==> src/rtl/counter_sequencer.sv <==
// Control-side sequencer for the loadable up/down counter: loads a start value, picks direction,
// and reports when the readback hits the target. Optional step timeout: define SEQ_TIMEOUT_EN.
module counter_sequencer (
    input  logic       clk,
    input  logic       rst_n,
    input  logic       cmd_valid,
    output logic       cmd_ready,
    input  logic [4:0] cmd_start,
    input  logic [7:0] cmd_target,
    input  logic       cmd_show,
    input  logic       abort,
    input  logic [7:0] cnt_value,
    output logic [7:0] ctl_word,
    output logic       busy,
    output logic       done,
    output logic [1:0] status
);

    localparam int unsigned CW = 8;
    localparam logic [CW-1:0] CTL_PARK = 8'h01;

    localparam logic [1:0] ST_HIT     = 2'b00;
    localparam logic [1:0] ST_ABORT   = 2'b01;
`ifdef SEQ_TIMEOUT_EN
    localparam logic [1:0] ST_TIMEOUT = 2'b10;
`endif

    typedef enum logic [1:0] {
        IDLE = 2'd0,
        LOAD = 2'd1,
        RUN  = 2'd2
    } state_t;

    state_t        state, state_nxt;
    logic [CW-1:0] target_q, target_nxt;
    logic [CW-1:0] ctl_nxt;
    logic          ready_nxt, busy_nxt, done_nxt;
    logic [1:0]    status_nxt;
    logic [CW-1:0] start_val;
    logic          dir_up;
    logic          finish;
`ifdef SEQ_TIMEOUT_EN
    logic [7:0]    step_q, step_nxt;
`endif

    // Counter loads {start, 2'b00}; direction is decided once at accept time
    assign start_val = CW'({cmd_start, 2'b00});
    assign dir_up    = (start_val <= cmd_target);

    always_ff @(posedge clk or negedge rst_n) begin
        if (!rst_n) begin
            state     <= IDLE;
            target_q  <= '0;
            ctl_word  <= CTL_PARK;
            cmd_ready <= 1'b1;
            busy      <= 1'b0;
            done      <= 1'b0;
            status    <= ST_HIT;
`ifdef SEQ_TIMEOUT_EN
            step_q    <= '0;
`endif
        end else begin
            state     <= state_nxt;
            target_q  <= target_nxt;
            ctl_word  <= ctl_nxt;
            cmd_ready <= ready_nxt;
            busy      <= busy_nxt;
            done      <= done_nxt;
            status    <= status_nxt;
`ifdef SEQ_TIMEOUT_EN
            step_q    <= step_nxt;
`endif
        end
    end

    always_comb begin
        state_nxt  = state;
        target_nxt = target_q;
        ctl_nxt    = ctl_word;
        done_nxt   = 1'b0;
        status_nxt = status;
        finish     = 1'b0;
`ifdef SEQ_TIMEOUT_EN
        step_nxt   = step_q;
`endif

        case (state)
            IDLE: begin
                ctl_nxt = CTL_PARK;
                if (cmd_valid && cmd_ready) begin
                    target_nxt = cmd_target;
                    ctl_nxt    = {cmd_start, dir_up, cmd_show, 1'b1};
                    state_nxt  = LOAD;
                end
            end
            LOAD: begin
                ctl_nxt[0] = 1'b0;
                state_nxt  = RUN;
`ifdef SEQ_TIMEOUT_EN
                step_nxt   = '0;
`endif
            end
            RUN: begin
                // Priority: abort, then target match, then timeout
                if (abort) begin
                    finish     = 1'b1;
                    status_nxt = ST_ABORT;
                end else if (cnt_value == target_q) begin
                    finish     = 1'b1;
                    status_nxt = ST_HIT;
                end
`ifdef SEQ_TIMEOUT_EN
                else if (step_q == 8'hFF) begin
                    finish     = 1'b1;
                    status_nxt = ST_TIMEOUT;
                end else begin
                    step_nxt = step_q + 8'd1;
                end
`endif
                if (finish) begin
                    state_nxt = IDLE;
                    ctl_nxt   = CTL_PARK;
                    done_nxt  = 1'b1;
                end
            end
            default: begin
                state_nxt = IDLE;
                ctl_nxt   = CTL_PARK;
            end
        endcase

        ready_nxt = (state_nxt == IDLE);
        busy_nxt  = (state_nxt != IDLE);
    end

endmodule
==> config.mk <==
export PLATFORM = sky130hd
export DESIGN_NAME = counter_sequencer
export DESIGN_NICKNAME = d
export VERILOG_FILES = /design/src/rtl/counter_sequencer.sv
export SDC_FILE = /design/constraint.sdc
export NUM_CORES = 1
export LEC_CHECK = 0
export CORE_MARGIN = 2
export CORE_UTILIZATION = 35
export DETAILED_ROUTE_END_ITERATION = 16
export PLACE_DENSITY = 0.67
export SYNTH_ARGS = -nofsm -noshare
export SYNTH_HDL_FRONTEND = slang
export SYNTH_SLANG_ARGS = --single-unit
==> constraint.sdc <==
create_clock -name clk -period 3.82 [get_ports clk]
set_input_delay 0.955 -clock clk [delete_from_list [all_inputs] [get_ports clk]]
set_output_delay 0.955 -clock clk [all_outputs]
set_load 0.1 [all_outputs]
# Word-level counts from Yosys, hierarchy flattened
# Cells that the tools add are included.
dict set report word_totals {
  register_bits 23
  input_bits 26
  out_inout_bits 13
}
dict set report classes {
  n_lt_le_gt_ge 1
  n_eq_ne 4
  muxes 14
  bitwise 1
  n_reduce_logical 8
}
# op count
set ops {}
lappend ops {{one-hot mux 7 bit (3 select lines)} 1}
lappend ops {{2-to-1 mux 8 bit} 2}
lappend ops {{== test 8 bit} 1}
lappend ops {{<= comparator 7 x 8 -> 1 bit} 1}
lappend ops {{2-to-1 mux 2 bit} 4}
lappend ops {{one-hot mux 2 bit (3 select lines)} 1}
lappend ops {{AND reduction 2 bit} 3}
lappend ops {{2-to-1 mux 1 bit} 5}
lappend ops {{zero test 2 bit} 2}
lappend ops {{nonzero test 2 bit} 2}
lappend ops {{one-hot mux 1 bit (3 select lines)} 1}
lappend ops {{== test 2 x 1 -> 1 bit (second input constant)} 1}
lappend ops {{== test 2 bit (second input constant)} 1}
lappend ops {{!= test 2 bit (second input constant)} 1}
lappend ops {{logical AND 1 bit} 1}
lappend ops {{inverter 1 bit} 1}

# Longest topological paths before layout
# Gate-level depths: netlist of run 1.
dict set report logic_depth {
  word_depth 7
  ltp_mapped 6
}

# Worst setup path before layout of run 1
# OpenSTA, ideal clock, no wires.
dict set report synth_path {
  kind {input-to-reg}
  startpoint {input cmd_target[5]}
  endpoint {register ctl_word[2]}
  arrival_ns 1.899
  required_ns 3.684
  path_slack_ns 1.786
  cell_stages 6
  path_buffers 0
  cell_sequence {inv_1 > ha_1 > nand3_1 > o221a_2 > o31ai_1 > o211ai_1}
}
dict set report synth_via {
  elab_chain_cells 3
}
# item line
set synth_lines {}
lappend synth_lines {{start, declared} 9} ;# input logic [7:0] cmd_target,
lappend synth_lines {{<= comparator 7 x 8 -> 1 bit} 48} ;# assign dir_up = (start_val <= cmd_target);
lappend synth_lines {{2-to-1 mux 8 bit} 90} ;# if (cmd_valid && cmd_ready) begin
lappend synth_lines {{one-hot mux 7 bit (3 select lines)} 87} ;# case (state)
lappend synth_lines {{end signal, assigned} 65} ;# ctl_word <= ctl_nxt;
lappend synth_lines {{end, declared} 13} ;# output logic [7:0] ctl_word,
# No other way between the ends.
# A chain may end at the register's enable or synchronous reset.

# Final worst setup path of run 1
dict set report layout_path {
  startpoint {register cmd_ready}
  endpoint {output cmd_ready}
}
# item line
set layout_lines {}
lappend layout_lines {{start, declared} 7} ;# output logic cmd_ready,
lappend layout_lines {{start signal, assigned} 66} ;# cmd_ready <= ready_nxt;
# No word-level cell between the ends.

==> flow_metrics.tcl, run 1 <==
set metrics [dict create \
    h-tree-depth 1 \
    vias 855 \
    ys_seq_area_frac 0.496 \
    path_buf_inv 1 \
    die_y_um 60.4 \
    status "finished clean" \
    cts_tree "yes" \
    ys_warn_count 0 \
    netlist.area_leader.share 0.449 \
    drv_slew 0 \
    min_path_type "reg2reg" \
    cp-start-kind "flip-flop" \
    grt_max_degree 23 \
    yosysTopAreaCell "dfrtp_1" \
    syn-num-nets 133 \
    dp_hpwl_um 1870 \
    layout-drive-gt1-share 0.122 \
    syn_to_final_growth_pct 38.5 \
    netlist_area_um2 1110 \
    top_usage_layer "met2" \
    fin_cells 183 \
    synthArstFlopShare 1.00 \
    path_clk_slew_ns 0.12 \
    ff2ff_path_depth 4 \
    synth_enable_flop_cells 0 \
    worst-slew-pin-transition_ns 0.984 \
    synth_area_leaders "dfrtp_1, mux2_2, xnor2_1" \
    antenna_cells 0 \
    cp_slowest_cell "clkdlybuf4s50_1" \
    grt.overflow.total 0 \
    critPathTopFamily "buffers and inverters" \
    grt_pass1_wl_um 3770 \
    cp.depth 1 \
    ys_ff_latch 22 \
    ctsResizeCount 0 \
    fin_util 0.506 \
    grtUsageTotal 0.140 \
    die_x_um 60.4 \
    fin_crit_ns 2.94 \
    path_class "reg2out" \
    synthTopCellsByCount "dfrtp_1, inv_1, mux2_2, xnor2_1" \
    syn_inst 102 \
    r2r_end "cmd_ready" \
    rows 20 \
    avgSynthCellArea_um2 10.9 \
    power_leakage_uw 0.000639 \
    clockBufferDepth 2 \
    nFillCells 304 \
    finalHoldViolCount 0 \
    initial_core_util 0.365 \
    dieArea_um2 3650 \
    cap_violations 0 \
    worstPathCellList "clkdlybuf4s50_1" \
    synth.most_common_cell "dfrtp_1" \
    setup_viol 0 \
    io_buffers 37 \
    cts_sinks 22 \
    ant_nets 0 \
    max_slew_margin 0.342 \
    post_drt_via_cell_ratio 4.67 \
    postCtsSetupBuffers 0 \
    first_pass_iters 4 \
    wl_um 2380 \
    ys_types 30 \
    wl_per_cell_um 13.0 \
    crit_fanout 2 \
    grt_pass1_vias 825 \
    route.detailed.drc 0 \
    tns_ns 0 \
    r2r_slack_ns 2.10 \
    reg2reg_from "target_q[2]" \
    grt_util_met1 0.185 \
    dp.cells 179 \
    grtUsageMet2 0.231 \
    p_per_area_nw_per_um2 801 \
    place_congestion 0.737 \
    ir_worst_vdd_uv 345 \
    nets 171 \
    rsz0062_at_grt "no" \
    core_area_um2 3050 \
    drtIter0Drc 10 \
    period_share 0.769 \
    root_buffer "clkbuf_4" \
    arrival_ns 1.98 \
    synthFlopType "dfrtp_1" \
    gr-usage-met3 0.0341 \
    critPathLaunch "cmd_ready" \
    multi_input_area_um2 479 \
    fmax_mhz 341 \
    finalClockSkew_ns 0.00349 \
    boundaryPins 39 \
    postCtsHoldBufs 0 \
    cp-end-kind "primary output" \
    antenna_found_initial 0 \
    critPathCapture "cmd_ready" \
    cts_made_buffers 3 \
    required_ns 2.86 \
    max_stage_delay_ns 1.12 \
    seqCellArea_um2 553 \
    clock_latency_ns 0.31 \
]
## kinds of logic after synthesis
family,after synthesis,share of synthesized area
AOI/OAI and AO/OA,21,0.125
xor gates and xnor gates,8,0.0629
adders and majority gates,5,0.0561
buffers and inverters,18,0.0741
DFF,22,0.496
muxes,8,0.0808
other,1,0.00336
and+or+nand+nor,19,0.102
## metal layers
metal  wire length, um  vias to the layer above
li1                  -                      421
met1              1060                      406
met2              1160                       26
met3               132                        2
met4                27                        0
met5                 0                        -
## cell type report
| class | instances | share of cell area |
|---|---|---|
| Inverter | 14 | 0.0340 |
| Clock buffer | 4 | 0.0235 |
| Timing Repair Buffer | 37 | 0.238 |
| Multi-Input combinational cell | 62 | 0.310 |
| Sequential cell | 22 | 0.358 |
| Tap cell | 44 | 0.0357 |
## power breakdown
group / internal, uW / switching (uW) / total, uW
clock: 58.2 / 71.3 / 129
combinational: 223 / 478 / 701
sequential: 336 / 69.9 / 406
total: 618 / 619 / 1240
## stage by stage
stage | instance area, um^2 | power (uW) | hold WS [ns] | setup slack [ns]
after global placement | 1510 | 1110 | 0.513 | 1.16
after detailed placement | 1510 | 1120 | 0.519 | 1.14
after CTS | 1540 | 1250 | 0.548 | 0.873
after global routing | 1540 | 1300 | 0.558 | 0.846
after floorplan | 1110 | 959 | 0.502 | 1.79
final | 1540 | 1240 | 0.541 | 0.884
## layout by cell type, fill, tap and decap left out
cell             synthesis  final
o21a_1                   2      2
nor4_1                   1      1
mux2_2                   8      8
nor3_4                   1      1
nor2b_1                  1      1
nand3_1                  1      1
nand2_1                  6      6
clkbuf_4                 0      3
nand2b_1                 1      1
dfrtp_1                 20     20
clkbuf_8                 0      1
ha_1                     5      5
conb_1                   1      1
or2b_1                   1      1
and2b_1                  1      1
a22oi_1                  6      6
inv_1                   14     14
nor2_1                   2      2
o211ai_1                 1      1
o21ai_1                  2      2
o31ai_1                  2      2
nand3b_1                 1      1
dfstp_2                  2      2
and3b_1                  1      1
buf_4                    2      1
o221a_2                  1      1
o21ai_0                  5      5
nand4_1                  2      2
a21oi_1                  2      2
xnor2_1                  8      8
clkdlybuf4s50_1          0     36
## flip-flops by register name, indices dropped and copies added, names as in the netlist
signal / count
ctl_word: 8
cmd_ready: 1
target_q: 8
status: 1
done: 1
state: 2
busy: 1
## how the worst min path moves through the flow
| stage | cells past startpoint | end | start | slack [ns] |
|---|---|---|---|---|
| after floorplan | 1 | target_q[0] | target_q[0] | 0.50 |
| after global placement | 2 | status[0] | status[0] | 0.51 |
| after detailed placement | 1 | target_q[5] | target_q[5] | 0.52 |
| after CTS | 1 | target_q[5] | target_q[5] | 0.55 |
| after global routing | 1 | ctl_word[0] | ctl_word[0] | 0.56 |
| final | 1 | target_q[5] | target_q[5] | 0.54 |
No activity file was read; power rests on OpenSTA's default activity.
==> run 2, diff against run 1 <==
clock period = 2.9 ns   (was 3.82 ns; I/O delays follow)
==> run 2 against run 1 <==
Effect of this change: wire length fell by 0.97%; clock power rose by 82%; sequential share of layout area fell by 0.26 points; register-to-register slack got worse by 0.64 ns; via count rose by 1.1%; worst setup slack got worse by 0.079 ns; sequential power rose by 32%; combinational power rose by 31%; clock skew fell by 0.00059 ns; count of clock-buffer cells in the layout fell by 1; first-iteration DRC count rose by 70%; cell area rose by 0.73%; critical endpoint is now ctl_word[2].
==> flow_metrics.tcl, run 2 (synthesis results as in run 1) <==
set metrics [dict create \
    cp_slowest_cell "clkdlybuf4s50_1" \
    min_path_cells 2 \
    grt.overflow.total 0 \
    cp.depth 7 \
    io_buffers 37 \
    fin_cells 186 \
    core_area_um2 3050 \
    wl_um 2350 \
    required_ns 3.09 \
    h-tree-depth 1 \
    place_area_um2 1500 \
    p_sw_uw 821 \
    initial_core_util 0.365 \
    clockBufferDepth 2 \
    max_stage_delay_ns 0.47 \
    root_buffer "clkbuf_4" \
    ctsResizeCount 0 \
    period_share 0.723 \
    antenna_cells 0 \
    postCtsSetupBuffers 0 \
    die_y_um 60.4 \
    post_drt_via_cell_ratio 4.65 \
    rsz0062_at_grt "no" \
    wl_per_cell_um 12.7 \
    syn_to_final_growth_pct 39.5 \
    grtUsageTotal 0.145 \
    finalHoldViolCount 0 \
    finalClockSkew_ns 0.00290 \
    reg_top3 "ctl_word: 8 flops, target_q: 8 flops, state: 2 flops" \
    swShare 0.486 \
    crit_fanout 2 \
    dp.cells 182 \
    dp_hpwl_um 1830 \
    grt_pass1_vias 826 \
    status "finished clean" \
    path_clk_slew_ns 0.12 \
    drv_slew 0 \
    worstPathCellList "clkdlybuf4s50_1 > inv_1 > ha_1 > nand3_1 > o221a_2 > o31ai_1 > o211ai_1" \
    internal_power_uw 868 \
    grt_max_degree 23 \
    layout-drive-gt1-share 0.218 \
    path_buf_inv 2 \
    drtIter0Drc 17 \
    die_x_um 60.4 \
    min_path_type "reg2reg" \
    tns_ns 0 \
    place_congestion 0.700 \
    cts_sinks 22 \
    cts_tree "yes" \
    dieArea_um2 3650 \
    nFillCells 312 \
    cts_made_buffers 3 \
    path_class "in2reg" \
    p_per_area_nw_per_um2 1090 \
    antenna_found_initial 0 \
    ant_nets 0 \
    power_leakage_uw 0.000676 \
    boundaryPins 39 \
    arrival_ns 2.28 \
    worst-slew-pin-transition_ns 0.527 \
    ir_worst_vdd_uv 448 \
    power.total_uw 1690 \
    setup_viol 0 \
    route.detailed.drc 0 \
    grt_pass1_wl_um 3820 \
    power_frac_seq 0.317 \
    combPwrFrac 0.544 \
    fin_crit_ns 2.10 \
    cp-start-kind "input pin" \
    layout_common_cells "clkdlybuf4s50_1, dfrtp_1, buf_4" \
    cap_violations 0 \
    rows 20 \
    fmax_mhz 477 \
    cp-end-kind "flip-flop" \
    postLayoutCellArea_um2 1560 \
    first_pass_iters 4 \
    max_slew_margin 0.648 \
    clock_latency_ns 0.31 \
    postCtsHoldBufs 0 \
    ff2ff_path_depth 4 \
    critPathTopFamily "compound AO/OA/AOI/OAI gates" \
    vias 864 \
    final_common_cell "clkdlybuf4s50_1" \
    nets 174 \
    clkPwrFrac 0.139 \
]
==> run 2: cell type report <==
| type | count | area [um^2] | share of cell area |
|---|---|---|---|
| Clock buffer | 3 | 22.5 | 0.0145 |
| Clock inverter | 1 | 30.0 | 0.0193 |
| Inverter | 14 | 52.6 | 0.0338 |
| Multi-Input combinational cell | 62 | 479 | 0.308 |
| Sequential cell | 22 | 553 | 0.356 |
| Tap cell | 44 | 55.1 | 0.0354 |
| Timing Repair Buffer | 40 | 363 | 0.233 |
==> run 2: power by group through the flow <==
stage | logic [uW] | registers [uW] | clock network [uW]
after floorplan | 292 | 971 | 0
after global placement | 912 | 537 | 0
after detailed placement | 925 | 545 | 0
after CTS | 927 | 537 | 244
after global routing | 969 | 556 | 254
final | 919 | 534 | 235
==> run 2: per-stage QoR <==
stage          worst slack [ns]  utilization  hold slack [ns]
2_1_floorplan              1.09            -            0.429
3_5_place_dp              0.464        0.492            0.494
5_1_grt                   0.762        0.509            0.560
4_1_cts                   0.806        0.509            0.524
3_3_place_gp              0.554        0.492            0.473
6_report                  0.805        0.509            0.510
==> run 2: path summary, 6_finish.rpt <==
kind                               end  slack [ns]          start
max                        ctl_word[2]        0.80  cmd_target[5]
min                          status[0]        0.51      status[0]
max reg2reg                target_q[6]        1.46      cmd_ready
min reg2reg                  status[0]        0.51      status[0]
max in group asynchronous    cmd_ready        1.86          rst_n
min in group asynchronous         busy        0.76          rst_n
==> run 2: routing by layer <==
| metal | wire [um] | vias to the layer above | GRT usage | part of all wire |
|---|---|---|---|---|
| met5 | 0 | - | 0 | 0 |
| met4 | 43 | 0 | 0.0683 | 0.018 |
| met3 | 140 | 5 | 0.0320 | 0.059 |
| met2 | 1140 | 28 | 0.241 | 0.49 |
| met1 | 1030 | 408 | 0.179 | 0.44 |
| li1 | - | 423 | - | - |
==> run 2: tightest hold or removal path, stage by stage (launching register included) <==
cell,delay [ns]
dfrtp_1,0.37
o31ai_1,0.07
nand2_1,0.05
